$ cat src/rtl/wash_pkg.sv
// Shared wash-machine definitions: controller phase encodings and default phase durations.
package wash_pkg;

  typedef enum logic [2:0] {
    PH_IDLE  = 3'b000,
    PH_FILL  = 3'b001,
    PH_WASH  = 3'b011,
    PH_RINSE = 3'b111,
    PH_SPIN  = 3'b110
  } phase_e;

  localparam int FILL_SEC_DEF   = 120;
  localparam int WASH_SEC_DEF   = 300;
  localparam int RINSE_SEC_DEF  = 120;
  localparam int SPIN_SEC_DEF   = 60;
  localparam int CLK_FREQ_1_DEF = 1_000_000;

endpackage

$ cat src/rtl/wash_phase_timer_if.sv
// Controller <-> phase timer link: phase/control in, finish/elapsed/tick back.
interface wash_phase_timer_if #(parameter int SEC_W = 9);
  logic [1:0]       clk_freq;
  logic [2:0]       current_state;
  logic             counter_rst_n;
  logic             counter_stop;
  logic             state_finish;
  logic [SEC_W-1:0] elapsed_sec;
  logic             sec_tick;

  modport master (output clk_freq, current_state, counter_rst_n, counter_stop,
                  input  state_finish, elapsed_sec, sec_tick);
  modport slave  (input  clk_freq, current_state, counter_rst_n, counter_stop,
                  output state_finish, elapsed_sec, sec_tick);
endinterface

$ cat src/rtl/wash_sec_prescaler.sv
// Divides clk down to one-second ticks; terminal count follows the live clk_freq.
module wash_sec_prescaler #(
  parameter int CLK_FREQ_1 = 1_000_000,
  parameter int PRESC_W    = 24
) (
  input  logic       clk,
  input  logic       rst_n,
  input  logic       clr,
  input  logic       en,
  input  logic [1:0] clk_freq,
  output logic       wrap,
  output logic       sec_tick
);
  logic [PRESC_W-1:0] presc;
  logic [PRESC_W-1:0] tc;

  always_comb tc = (PRESC_W'(CLK_FREQ_1) << clk_freq) - PRESC_W'(1);

  // >= rather than == so a clk_freq drop below the current count closes the second at once
  assign wrap = en && (presc >= tc);

  always_ff @(posedge clk or negedge rst_n) begin
    if (!rst_n) begin
      presc    <= '0;
      sec_tick <= 1'b0;
    end else if (clr) begin
      presc    <= '0;
      sec_tick <= 1'b0;
    end else if (wrap) begin
      presc    <= '0;
      sec_tick <= 1'b1;
    end else if (en) begin
      presc    <= presc + PRESC_W'(1);
      sec_tick <= 1'b0;
    end else begin
      sec_tick <= 1'b0;
    end
  end
endmodule

$ cat src/rtl/wash_phase_timer.sv
// Per-phase seconds timer: counts whole seconds of the current wash phase and flags completion.
module wash_phase_timer
  import wash_pkg::*;
#(
  parameter int FILL_SEC   = FILL_SEC_DEF,
  parameter int WASH_SEC   = WASH_SEC_DEF,
  parameter int RINSE_SEC  = RINSE_SEC_DEF,
  parameter int SPIN_SEC   = SPIN_SEC_DEF,
  parameter int CLK_FREQ_1 = CLK_FREQ_1_DEF,
  parameter int PRESC_W    = 24,
  parameter int SEC_W      = 9
) (
  input  logic               clk,
  input  logic               rst_n,
  wash_phase_timer_if.slave  bus
);
  localparam int SEC_MAX = (1 << SEC_W) - 1;

  generate
    if (FILL_SEC > SEC_MAX || WASH_SEC > SEC_MAX || RINSE_SEC > SEC_MAX || SPIN_SEC > SEC_MAX)
    begin : g_bad_dur
      $error("wash_phase_timer: phase duration does not fit in SEC_W bits");
    end
    if (longint'(CLK_FREQ_1) * 8 > (longint'(1) << PRESC_W)) begin : g_bad_presc
      $error("wash_phase_timer: PRESC_W too narrow for CLK_FREQ_1 x 8");
    end
  endgenerate

  logic [SEC_W-1:0] dur;
  logic [SEC_W-1:0] elapsed;
  logic [SEC_W:0]   nxt_sec;
  logic             finish;
  logic             clr, en, wrap, tick;

  always_comb begin
    dur = '0;
    case (bus.current_state)
      PH_FILL:  dur = SEC_W'(FILL_SEC);
      PH_WASH:  dur = SEC_W'(WASH_SEC);
      PH_RINSE: dur = SEC_W'(RINSE_SEC);
      PH_SPIN:  dur = SEC_W'(SPIN_SEC);
      default:  dur = '0;
    endcase
  end

  // clear beats hold beats count; a finished phase holds until cleared
  assign clr     = !bus.counter_rst_n || (dur == '0);
  assign en      = !clr && !finish && !bus.counter_stop;
  assign nxt_sec = {1'b0, elapsed} + (SEC_W+1)'(1);

  wash_sec_prescaler #(.CLK_FREQ_1(CLK_FREQ_1), .PRESC_W(PRESC_W)) u_presc (
    .clk      (clk),
    .rst_n    (rst_n),
    .clr      (clr),
    .en       (en),
    .clk_freq (bus.clk_freq),
    .wrap     (wrap),
    .sec_tick (tick)
  );

  always_ff @(posedge clk or negedge rst_n) begin
    if (!rst_n) begin
      elapsed <= '0;
      finish  <= 1'b0;
    end else if (clr) begin
      elapsed <= '0;
      finish  <= 1'b0;
    end else if (wrap) begin
      elapsed <= nxt_sec[SEC_W-1:0];
      if (nxt_sec >= {1'b0, dur}) finish <= 1'b1;
    end
  end

  assign bus.state_finish = finish;
  assign bus.elapsed_sec  = elapsed;
  assign bus.sec_tick     = tick;
endmodule
$ cat src/flat_wrapper.sv
// flat-port wrapper written by rule: the top's interface ports become plain ports
module wash_phase_timer_flat import wash_pkg::*;
#(
  parameter int FILL_SEC   = FILL_SEC_DEF,
  parameter int WASH_SEC   = WASH_SEC_DEF,
  parameter int RINSE_SEC  = RINSE_SEC_DEF,
  parameter int SPIN_SEC   = SPIN_SEC_DEF,
  parameter int CLK_FREQ_1 = CLK_FREQ_1_DEF,
  parameter int PRESC_W    = 24,
  parameter int SEC_W      = 9
)
  (clk, rst_n, bus_clk_freq, bus_current_state, bus_counter_rst_n, bus_counter_stop, bus_state_finish, bus_elapsed_sec, bus_sec_tick);
  wash_phase_timer_if #(.SEC_W(SEC_W)) bus_i ();
  input  logic clk;
  input  logic rst_n;
  input wire logic [$bits(bus_i.clk_freq)-1:0] bus_clk_freq;
  input wire logic [$bits(bus_i.current_state)-1:0] bus_current_state;
  input wire logic [$bits(bus_i.counter_rst_n)-1:0] bus_counter_rst_n;
  input wire logic [$bits(bus_i.counter_stop)-1:0] bus_counter_stop;
  output wire logic [$bits(bus_i.state_finish)-1:0] bus_state_finish;
  output wire logic [$bits(bus_i.elapsed_sec)-1:0] bus_elapsed_sec;
  output wire logic [$bits(bus_i.sec_tick)-1:0] bus_sec_tick;
  assign bus_i.clk_freq = bus_clk_freq;
  assign bus_i.current_state = bus_current_state;
  assign bus_i.counter_rst_n = bus_counter_rst_n;
  assign bus_i.counter_stop = bus_counter_stop;
  assign bus_state_finish = bus_i.state_finish;
  assign bus_elapsed_sec = bus_i.elapsed_sec;
  assign bus_sec_tick = bus_i.sec_tick;
  wash_phase_timer #(.FILL_SEC(FILL_SEC), .WASH_SEC(WASH_SEC), .RINSE_SEC(RINSE_SEC), .SPIN_SEC(SPIN_SEC), .CLK_FREQ_1(CLK_FREQ_1), .PRESC_W(PRESC_W), .SEC_W(SEC_W)) u_core (.clk(clk), .rst_n(rst_n), .bus(bus_i));
endmodule
$ cat config.mk
export PLATFORM = sky130hd
export DESIGN_NAME = wash_phase_timer_flat
export DESIGN_NICKNAME = d
export VERILOG_FILES = /design/src/rtl/wash_pkg.sv /design/src/rtl/wash_phase_timer_if.sv /design/src/rtl/wash_sec_prescaler.sv /design/src/rtl/wash_phase_timer.sv /design/src/flat_wrapper.sv
export SDC_FILE = /design/constraint.sdc
export NUM_CORES = 1
export LEC_CHECK = 0
export CAP_MARGIN = 20
export CELL_PAD_IN_SITES_DETAIL_PLACEMENT = 1
export CELL_PAD_IN_SITES_GLOBAL_PLACEMENT = 2
export CORE_MARGIN = 2
export CORE_UTILIZATION = 37
export DETAILED_ROUTE_END_ITERATION = 16
export PLACE_DENSITY = 0.77
export SLEW_MARGIN = 30
export SYNTH_ARGS = -nofsm -noshare
export SYNTH_HDL_FRONTEND = slang
export SYNTH_SLANG_ARGS = --single-unit
$ cat constraint.sdc
create_clock -name clk -period 2.8 [get_ports clk]
set_input_delay 0.42 -clock clk [delete_from_list [all_inputs] [get_ports clk]]
set_output_delay 0.42 -clock clk [all_outputs]
set_load 0.05 [all_outputs]
# [Word-level counts from Yosys, hierarchy flattened]
# Index checks and enable logic that the tools add are counted.
# W data, S select, Z words.
[totals] elab_cells=39 output_inout_bits=11 inputBits=9 reg_bits=35
[op_classes] addsub=3 order_cmp=2 reduce_logical=14 eq_ne=4 muxes=11 shift=1
[op_table] op="$mux W24" count=3
[op_table] op="$pmux W9 S3" count=1
[op_table] op="$add A24 B1 Y24 const B" count=1
[op_table] op="$ge A24 B24 Y1" count=1
[op_table] op="$shl A20 B2 Y24 const A" count=1
[op_table] op="$sub A24 B2 Y24 const B" count=1
[op_table] op="$mux W9" count=2
[op_table] op="$add A9 B1 Y10 const B" count=1
[op_table] op="$ge A10 B9 Y1" count=1
[op_table] op="$logic_not A9 Y1" count=1
[op_table] op="$eq A3 B3 Y1 const B" count=2
[op_table] op="$mux W1" count=5
[op_table] op="$logic_not A1 Y1" count=4
[op_table] op="$reduce_bool A2 Y1" count=2
[op_table] op="$eq A3 B1 Y1 const B" count=1
[op_table] op="$eq A3 B2 Y1 const B" count=1
[op_table] op="$logic_and A1 B1 Y1" count=3
[op_table] op="$reduce_bool A3 Y1" count=1
[op_table] op="$reduce_and A2 Y1" count=1
[op_table] op="$reduce_or A2 Y1" count=1
[op_table] op="$logic_or A1 B1 Y1" count=1

# [Logic depth before layout (Yosys ltp)]
# Gate-level depths: netlist of the first run.
[logic_depth] depth_word=11 mapped_depth=12 mapped_depth_nobuf=11

# [Cells and area by module]
# A second synthesis of the first run with hierarchy kept.
[unflattened] hier_cells=314 hier_area_um2=2775.2
[by_module_without_submodules] mod="wash_sec_prescaler" cells_per_inst=223 area_each_um2=1991.9 n_inst=1 seq_area_each_um2=625.6
[by_module_without_submodules] mod="wash_phase_timer" cells_per_inst=91 area_each_um2=783.3 n_inst=1 seq_area_each_um2=250.2

# [Worst setup path before layout of the first run]
# OpenSTA, ideal clock, no wires.
[synth_timing] kind="input-to-reg" startpoint="input port bus_clk_freq[1]" endpoint="register u_core.u_presc.presc[0]" stages=11 t_arrival_ns=2.630 slack_ns=0.092 setup_time_ns=0.078 required_ns=2.722 n_path_buf=1 cell_sequence="inv_1 -> ha_1 -> nor4_1 -> ha_1 -> a21oi_1 -> o21ai_0 -> a221oi_4 -> nand3_1 -> buf_2 -> or3_1 -> a21oi_1"
[synth_via] elab_chain_len=6 elab_cells_between_ends=7 classes_between="add/sub: 1; order compare: 1; shift: 1; mux: 2; reduce/logical: 2"
[synth_lines] element="start: declaration" line="flat_wrapper.sv:16" rtl="input wire logic [$bits(bus_i.clk_freq)-1:0] bus_clk_freq;"
[synth_lines] element="$shl A20 B2 Y24 *" line="wash_sec_prescaler.sv:17" rtl="always_comb tc = (PRESC_W'(CLK_FREQ_1) << clk_freq) - PRESC_W'(1);"
[synth_lines] element="$sub A24 B2 Y24 *" line="wash_sec_prescaler.sv:17"
[synth_lines] element="$ge A24 B24 Y1 *" line="wash_sec_prescaler.sv:20" rtl="assign wrap = en && (presc >= tc);"
[synth_lines] element="$logic_and A1 B1 Y1 *" line="wash_sec_prescaler.sv:20"
[synth_lines] element="$mux W24" line="wash_sec_prescaler.sv:29" rtl="end else if (wrap) begin"
[synth_lines] element="$mux W24" line="wash_sec_prescaler.sv:26" rtl="end else if (clr) begin"
[synth_lines] element="end signal: assignment" line="wash_sec_prescaler.sv:33" rtl="presc <= presc + PRESC_W'(1);"
[synth_lines] element="end: declaration" line="wash_sec_prescaler.sv:14" rtl="logic [PRESC_W-1:0] presc;"
# Mark *: on every way between the ends. The rest lies on a longest branch, timed or not.
# A chain may end at the register's enable or synchronous reset.

# [Worst setup path after layout of the first run]
[layout_timing] startpoint="input port bus_clk_freq[1]" endpoint="register u_core.u_presc.presc[3]"
# Same word-level chain as after synthesis.

==> impl_metrics.ini, run 1 <==
[timing]
post-route-min-period_ns = 2.63
finalSetupViolCount = 0
drv_slew = 0
hold_viol_final = 0
slew_headroom_pct = 45.4
fmax_mhz = 381
grt_setup_unrepaired = false
worst_pin_slew_ns = 0.819
finalCritPeriodShare_pct = 93.8
clock_skew_ns = 0.00609

[cts]
cts_buffers = 5
hold_buffers = 0
cts_tree = done
clk_path_buf_depth = 2
cts-root-buf = clkbuf_8
insertion_delay_ns = 0.28
cts.htree.levels = 2
clkTransAtPathRegs_ns = 0.07
clkSinkCount = 35

[yosys]
yosys-mux-area-fraction_pct = 1.59
ys_seq_elements = 35
avgSynthCellArea_um2 = 8.85
ys_seq_area_share_pct = 32.7
synth_compound_area_share_pct = 14.4
synth_ff_type = dfrtp_1
synth_edf_count = 0
synth-simple-area-share_pct = 23.4
synth_area_leader_cell = dfrtp_1
yosys-top-cells-area = dfrtp_1, ha_1, nand2_1
post_synth_num_cell_types = 49
synth_top_area_share_pct = 32.7
synth_top_family_by_area = simple AND/OR/NAND/NOR gates
syn_area_um2 = 2680
syn_inst = 303
synth_fa_ha_area_share_pct = 16.3
synth-warning-count = 0
async_reset_ff_share_pct = 100
synth_xor_area_share_pct = 8.17

[status]
status = completed

[critical_path]
startpoint_type = primary input
cp_max_fo = 4
crit_path_end_kind = flop
cp.arrival_ns = 2.83
crit_required_ns = 3.00
critPathLaunch = bus_clk_freq[1]
path_class = primary input to flop
crit_end = u_core.u_presc.presc[3]$_DFFE_PN0P_
reg2reg_to = u_core.bus.state_finish$_DFFE_PN0P_
timing.rr.start = u_core.bus.elapsed_sec[0]$_DFFE_PN0P_
r2r_cells = 10
ff2ff_setup_slack_ns = 0.31

[global_routing]
grt_antenna_before_repair = 0
overflow = 0
grt_max_degree = 36
grt_pass1_vias = 2349
track_usage_pct = 18.7
grt_pass1_wl_mm = 11.6

[final_layout]
area_delta_synth_final_pct = 27.2
fin_util_pct = 47.8
nets = 407
drive_above_1_share_pct = 18.8
layout_commonest_cell = buf_4
layout_common_cells = buf_4, nand2_1, dfrtp_1
diodes = 0

[detailed_routing]
routed_wl_mm = 6.97
drt_iter0_markers = 66
drtAntennaViolNets = 0
dr.pass1.iters = 4
wire_per_inst_um = 15.1
drc = 0
via_count = 2377
viasPerCell = 5.16

[place]
routabilityCongestion = 0.756
place_hpwl_mm = 5.43
io_buffers = 19

[floorplan]
coreArea_um2 = 7140
die-area_um2 = 7940
start_util_pct = 37.6
rows = 31
ios = 20
fp.dieH_um = 89.1
die-width_um = 89.1

[power]
p_comb_share_pct = 13.5
p_seq_share_pct = 52.0
powerDensity_nw_per_um2 = 286
switchingPower_mw = 0.248
irDropWorstVdd_mv = 0.168
swShare_pct = 25.4
p_int_mw = 0.728
p_leak_nw = 1.47
pwr-share-clk_pct = 34.5
power_mw = 0.976

[job]
drv_cap = 0

[worst_hold_path]
hp-class = primary input to async pin
## power groups by stage
stage | logic [mW] | clock network [mW] | registers [mW]
after CTS | 0.130 | 0.352 | 0.507
final | 0.132 | 0.336 | 0.508
after floorplan | 0.0598 | 0 | 0.517
after global placement | 0.123 | 0 | 0.517
after detailed placement | 0.127 | 0 | 0.517
after global routing | 0.149 | 0.368 | 0.507
## metrics by stage
stage          hold WS (ns)  setup slack [ns]  setup TNS, ns  instance area, um^2  instances
3_3_place_gp          0.541            -0.567         -16.19                 3250        452
6_report              0.227             0.173              0                 3410        461
2_1_floorplan         0.124            0.0924              0                 2680        304
4_1_cts               0.257           0.00709              0                 3360        459
5_1_grt               0.275           0.00490              0                 3410        461
3_5_place_dp          0.546            -0.656         -19.54                 3250        452
## final cells by class
class	count	area [um^2]
inverter	14	55.1
clock buffer	6	72.6
multi-input combinational	248	1770
tap	99	124
fill	867	3730
timing repair buffer	59	508
sequential	35	876
## metal layers
metal | wire (um) | GRT usage [%] | vias up | share of wire, %
li1 | - | - | 1197 | -
met4 | 70 | 3.26 | 0 | 1.0
met2 | 3300 | 30.5 | 26 | 47
met3 | 160 | 2.77 | 6 | 2.3
met1 | 3430 | 26.6 | 1148 | 49
met5 | 0 | 0 | - | 0
## Yosys cell counts, types with 2 or more instances
cell type / instances
nand4_1: 5
and3_1: 2
and4_1: 3
a21oi_1: 24
mux2i_1: 2
a21o_1: 6
o21ai_0: 10
a41o_2: 2
dfrtp_1: 35
nand3b_1: 2
nand2_1: 36
or2_2: 2
or4_1: 4
nand3_1: 16
nor2_1: 32
xnor2_1: 13
inv_1: 14
or3_1: 8
clkbuf_1: 3
buf_2: 2
o31ai_1: 2
a311oi_1: 3
nor3_1: 5
ha_1: 35
xor2_1: 12
and2_1: 2
## critical path, stage by stage
cell	delay (ns)
buf_6	0.09
buf_6	0.10
ha_4	0.13
nand2_1	0.05
nor4_2	0.29
ha_1	0.30
a21oi_1	0.16
o21ai_1	0.15
a221oi_4	0.36
nand3_2	0.15
or4_1	0.49
a21oi_1	0.15
## worst min-delay path by stage
| stage | start | endpoint | slack (ns) | cells past startpoint |
|---|---|---|---|---|
| final | rst_n | u_core.bus.elapsed_sec[2]$_DFFE_PN0P_ | 0.23 | 1 |
| after global routing | rst_n | u_core.bus.elapsed_sec[2]$_DFFE_PN0P_ | 0.28 | 1 |
| after CTS | rst_n | u_core.bus.state_finish$_DFFE_PN0P_ | 0.26 | 1 |
| after detailed placement | u_core.u_presc.presc[23]$_DFFE_PN0P_ | u_core.u_presc.presc[23]$_DFFE_PN0P_ | 0.55 | 2 |
| after global placement | u_core.bus.state_finish$_DFFE_PN0P_ | u_core.bus.state_finish$_DFFE_PN0P_ | 0.54 | 2 |
| after floorplan | rst_n | u_core.bus.elapsed_sec[0]$_DFFE_PN0P_ | 0.12 | 0 |
## cell families after synthesis
| family | count (synthesis) |
|---|---|
| flops | 35 |
| buf+inv | 21 |
| compound gates | 58 |
| mux | 3 |
| other cells | 1 |
| xor+xnor | 25 |
| simple gates | 125 |
| fa+ha+maj | 35 |
## sequential cells by signal, summed over array words and instances (netlist names)
name and count:
u_core.bus.elapsed_sec 9, u_core.u_presc.sec_tick 1, u_core.bus.state_finish 1, u_core.u_presc.presc 24
## timing repair
action,in CTS,in global routing
pin swaps,5,11
buffers inserted,1,3
resized for setup,12,17
gates cloned,0,0
endpoints found under the setup margin,35,33
Note: power is estimated with default switching activity, not from simulation.
==> run 2: changes to the inputs <==
clock period = 3 ns   (was 2.8 ns; I/O delays follow)
==> run 2 against run 1 <==
Net effect:
- cell count fell by 1.1%
- critical path depth unchanged
- sequential power is 6.9% lower
- largest cell class unchanged
- non-clock buffer count fell by 7
- first-iteration DRC count rose by 33%
==> impl_metrics.ini, run 2 (synthesized netlist as in run 1, its figures left out) <==
[critical_path]
ff2ff_setup_slack_ns = 0.43
cp.arrival_ns = 2.92
crit_required_ns = 3.22
startpoint_type = primary input
cp_max_fo = 7
path_class = primary input to flop
crit_path_end_kind = flop

[final_layout]
layout_commonest_cell = nand2_1
drive_above_1_share_pct = 16.5
regMostFlops = u_core.u_presc.presc
diodes = 0
layout_common_cells = nand2_1, ha_1, dfrtp_1
fin_util_pct = 46.5
fill_cells = 889
nets = 400
largest_reg_flops = 24
area_delta_synth_final_pct = 23.8
stdcell_count = 456

[detailed_routing]
drt_iter0_markers = 88
routed_wl_mm = 6.73
wire_per_inst_um = 14.8
viasPerCell = 5.15
dr.pass1.iters = 4
drtAntennaViolNets = 0
via_count = 2349
drc = 0

[place]
place_hpwl_mm = 5.35
io_buffers = 19
routabilityCongestion = 0.747
place_inst = 447

[floorplan]
fp.dieH_um = 89.1
start_util_pct = 37.6
die-width_um = 89.1
die-area_um2 = 7940
rows = 31
ios = 20
coreArea_um2 = 7140

[cts]
insertion_delay_ns = 0.29
clkSinkCount = 35
cts-root-buf = clkbuf_8
cts_buffers = 5
clk_path_buf_depth = 2
cts_tree = done
cts.htree.levels = 2
clkTransAtPathRegs_ns = 0.07
hold_buffers = 0

[timing]
grt_setup_unrepaired = false
post-route-min-period_ns = 2.70
clock_skew_ns = 0.00442
drv_slew = 0
finalCritPeriodShare_pct = 90.1
hold_viol_final = 0
worst_pin_slew_ns = 0.793
slew_headroom_pct = 47.1
finalSetupViolCount = 0
fmax_mhz = 370

[power]
p_comb_share_pct = 12.5
pwr-share-clk_pct = 36.6
switchingPower_mw = 0.247
p_int_mw = 0.683
p_leak_nw = 1.43
swShare_pct = 26.6
powerDensity_nw_per_um2 = 280
p_seq_share_pct = 50.9
irDropWorstVdd_mv = 0.223

[job]
drv_cap = 0

[global_routing]
grt_pass1_vias = 2324
grt_pass1_wl_mm = 11.5
grt_max_degree = 36
track_usage_pct = 18.5
grt_antenna_before_repair = 0
overflow = 0

[worst_hold_path]
hp-class = primary input to async pin

[status]
status = completed
run 2: through the flow:
stage	hold slack, ns	instance area [um^2]	setup slack, ns	power [mW]	TNS [ns]
final	0.237	3320	0.297	0.930	0
after global routing	0.300	3320	0.0795	0.971	0
after CTS	0.265	3320	0.136	0.943	0
after detailed placement	0.550	3210	-0.454	0.599	-12.66
after global placement	0.545	3210	-0.373	0.596	-9.37
after floorplan	0.154	2680	0.262	0.538	0
run 2: final cells by class:
cell class	instances	area [um^2]	area share (%)
clock inverter	2	12.5	0.377
timing repair buffer	52	439	13.2
sequential	35	876	26.4
inverter	14	52.6	1.58
multi-input combinational	248	1740	52.5
tap	99	124	3.73
clock buffer	6	72.6	2.19
run 2: power by group through the flow:
stage / clock network, mW / logic (mW) / registers (mW)
after floorplan: 0 / 0.0558 / 0.483
after global placement: 0 / 0.114 / 0.483
after CTS: 0.351 / 0.118 / 0.473
after detailed placement: 0 / 0.117 / 0.483
after global routing: 0.366 / 0.131 / 0.473
final: 0.340 / 0.116 / 0.473
run 2: repair_timing:
action                                  in CTS  in global routing
gates resized for setup                      7                  6
setup buffers                                0                  1
pin swaps                                    4                  4
endpoints found under the setup margin      27                 24
run 2: worst paths after layout:
path,startpoint,to,cells after the start
min in group clk,u_core.bus.state_finish$_DFFE_PN0P_,u_core.bus.state_finish$_DFFE_PN0P_,2
max reg2reg,u_core.bus.elapsed_sec[0]$_DFFE_PN0P_,u_core.bus.state_finish$_DFFE_PN0P_,10
min,rst_n,u_core.bus.elapsed_sec[2]$_DFFE_PN0P_,1
max in group asynchronous,rst_n,u_core.u_presc.presc[3]$_DFFE_PN0P_,1
min reg2reg,u_core.bus.state_finish$_DFFE_PN0P_,u_core.bus.state_finish$_DFFE_PN0P_,2
max,bus_clk_freq[1],u_core.bus.elapsed_sec[2]$_DFFE_PN0P_,12
run 2: worst max-delay path, stage by stage:
cell	delay, ns
clkbuf_2	0.12
buf_4	0.15
ha_1	0.20
buf_4	0.14
ha_1	0.29
nand4_1	0.19
nor4_4	0.37
nand2_2	0.14
a31o_2	0.28
buf_12	0.13
or3_1	0.30
a21oi_1	0.14
run 2: metal layers:
metal / vias up / track usage [%] / wire [um]
li1: 1181 / - / -
met1: 1144 / 26.6 / 3460
met2: 17 / 29.7 / 3070
met3: 7 / 2.77 / 136
met4: 0 / 3.66 / 59
met5: - / 0 / 0
==> run 3: changes to the inputs <==
CELL_PAD_IN_SITES_DETAIL_PLACEMENT = default   (was 1)
CELL_PAD_IN_SITES_GLOBAL_PLACEMENT = default   (was 2)
CORE_UTILIZATION = 59   (was 37)
PLACE_DENSITY = 0.76   (was 0.77)
REMOVE_ABC_BUFFERS = 1   (was default)
==> run 3 against run 2 <==
Net effect:
- first-iteration DRC count grew 110%
- worst setup slack lost 0.086 ns
- sequential share of layout area grew 0.85 points
- utilization grew 27 points
- routed wire length shrank 10%
- clock power shrank 8.5%
- die area shrank 36%
- non-clock buffer count shrank 4
- critical path depth grew 2
- sequential cell count is the same
==> impl_metrics.ini, run 3 (synthesized netlist as in run 1, its figures left out) <==
[worst_hold_path]
hold_depth = 2
hp-class = flop to flop

[critical_path]
critPathBufInv = 4
cp_cell_sequence = clkbuf_2, buf_4, ha_2, nand2_1, nor4_2, ha_1, nand4_1, nor2_2, a221oi_4, buf_4, a31o_2, buf_4, or3_1, a21oi_2
critPathTopFamily = simple AND/OR/NAND/NOR gates
crit_path_end_kind = flop
crit_path_top_delay_cell = or3_1
r2r_cells = 10
ff2ff_setup_slack_ns = 0.40
crit_required_ns = 3.22
path_class = primary input to flop
cp.arrival_ns = 3.01
cp_num_cells = 14
crit_top_cell = buf_4
startpoint_type = primary input
max_stage_delay_ns = 0.33
cp_max_fo = 7

[final_layout]
diodes = 0
drive_above_1_share_pct = 15.4
fill_cells = 336
layout_commonest_cell = nand2_1
nets = 396
area_delta_synth_final_pct = 19.9
layout_common_cells = nand2_1, dfrtp_1, ha_1
fin_util_pct = 73.8
regMostFlops = u_core.u_presc.presc
largest_reg_flops = 24

[power]
power_mw = 0.897
p_leak_nw = 1.39
powerDensity_nw_per_um2 = 279
irDropWorstVdd_mv = 0.265

[detailed_routing]
drc = 0
wire_per_inst_um = 15.0
viasPerCell = 5.69
routed_wl_mm = 6.05
dr.pass1.iters = 4
drt_iter0_markers = 188
via_count = 2295
drtAntennaViolNets = 0

[floorplan]
ios = 20
start_util_pct = 61.6
coreArea_um2 = 4350
rows = 24
die-width_um = 71.4
fp.dieH_um = 71.4
die-area_um2 = 5100

[cts]
cts_tree = done
cts-root-buf = clkbuf_8
insertion_delay_ns = 0.28
clk_path_buf_depth = 2
cts_buffers = 5
clkTransAtPathRegs_ns = 0.07
clkSinkCount = 35
cts.htree.levels = 2

[timing]
hold_viol_final = 0
finalWorstSetupSlack_ns = 0.212
fmax_mhz = 359
finalSetupViolCount = 0
setup_tns_ns = 0
clock_skew_ns = 0.00625
hold_slack_ns = 0.550
slew_headroom_pct = 66.0
worst_pin_slew_ns = 0.508
drv_slew = 0
finalCritPeriodShare_pct = 92.9
post-route-min-period_ns = 2.79
grt_setup_unrepaired = false

[place]
io_buffers = 19
pre_cts_ws_ns = -0.479
place_hpwl_mm = 4.51
routabilityCongestion = 0.907

[global_routing]
grt_antenna_before_repair = 0
grt_pass1_vias = 2224
grt_max_degree = 36
overflow = 0
grt_pass1_wl_mm = 10.4
track_usage_pct = 26.0

[job]
drv_cap = 0

[status]
status = completed
-- run 3: power breakdown --
part	internal (mW)	total, mW	switching, mW
clock	0.155	0.311	0.157
combinational	0.0449	0.112	0.0671
sequential	0.473	0.474	0.00113
-- run 3: timing repair --
action | 4_1_cts | 5_1_grt
pin swaps | 5 | 4
hold endpoints to repair | 0 | 0
setup buffers | 2 | 0
hold buffers | 0 | 0
gates resized for setup | 6 | 9
setup endpoints to repair | 30 | 27
-- run 3: per-layer routing --
metal	share of wire, %	GRT usage (%)	vias to the layer above	routed length (um)
li1	-	-	1176	-
met1	48	36.2	1065	2890
met2	46	41.9	42	2800
met3	3.8	4.64	12	233
met4	2.1	7.34	0	125
met5	0	0	-	0
-- run 3: layout make-up --
type	instances	area [um^2]	area share, %
sequential	35	876	27.2
timing repair buffer	48	398	12.4
multi-input combinational	248	1750	54.5
tap	52	65.1	2.02
inverter	14	52.6	1.63
clock buffer	6	72.6	2.26
-- run 3: final timing paths --
kind / startpoint / endpoint
min in group asynchronous: rst_n / u_core.u_presc.presc[23]$_DFFE_PN0P_
worst max-delay path: bus_clk_freq[1] / u_core.bus.elapsed_sec[2]$_DFFE_PN0P_
worst max register to register: u_core.bus.elapsed_sec[0]$_DFFE_PN0P_ / u_core.bus.state_finish$_DFFE_PN0P_
worst min register to register: u_core.bus.state_finish$_DFFE_PN0P_ / u_core.bus.state_finish$_DFFE_PN0P_
worst min-delay path: u_core.bus.state_finish$_DFFE_PN0P_ / u_core.bus.state_finish$_DFFE_PN0P_
max in group asynchronous: rst_n / u_core.u_presc.presc[16]$_DFFE_PN0P_
-- run 3: stage by stage --
stage / instance area (um^2) / instances
final: 3210 / 403
after global routing: 3210 / 403
after CTS: 3210 / 403
after detailed placement: 3110 / 395
after global placement: 3110 / 395
after floorplan: 2650 / 297
-- run 3: worst min-delay path, delay by kind of cell (launching register included) --
| family | cells | cell delay, ns |
|---|---|---|
| AND/OR/NAND/NOR | 1 | 0.06 |
| flip-flops | 1 | 0.39 |
| AO/OA/AOI/OAI | 1 | 0.06 |
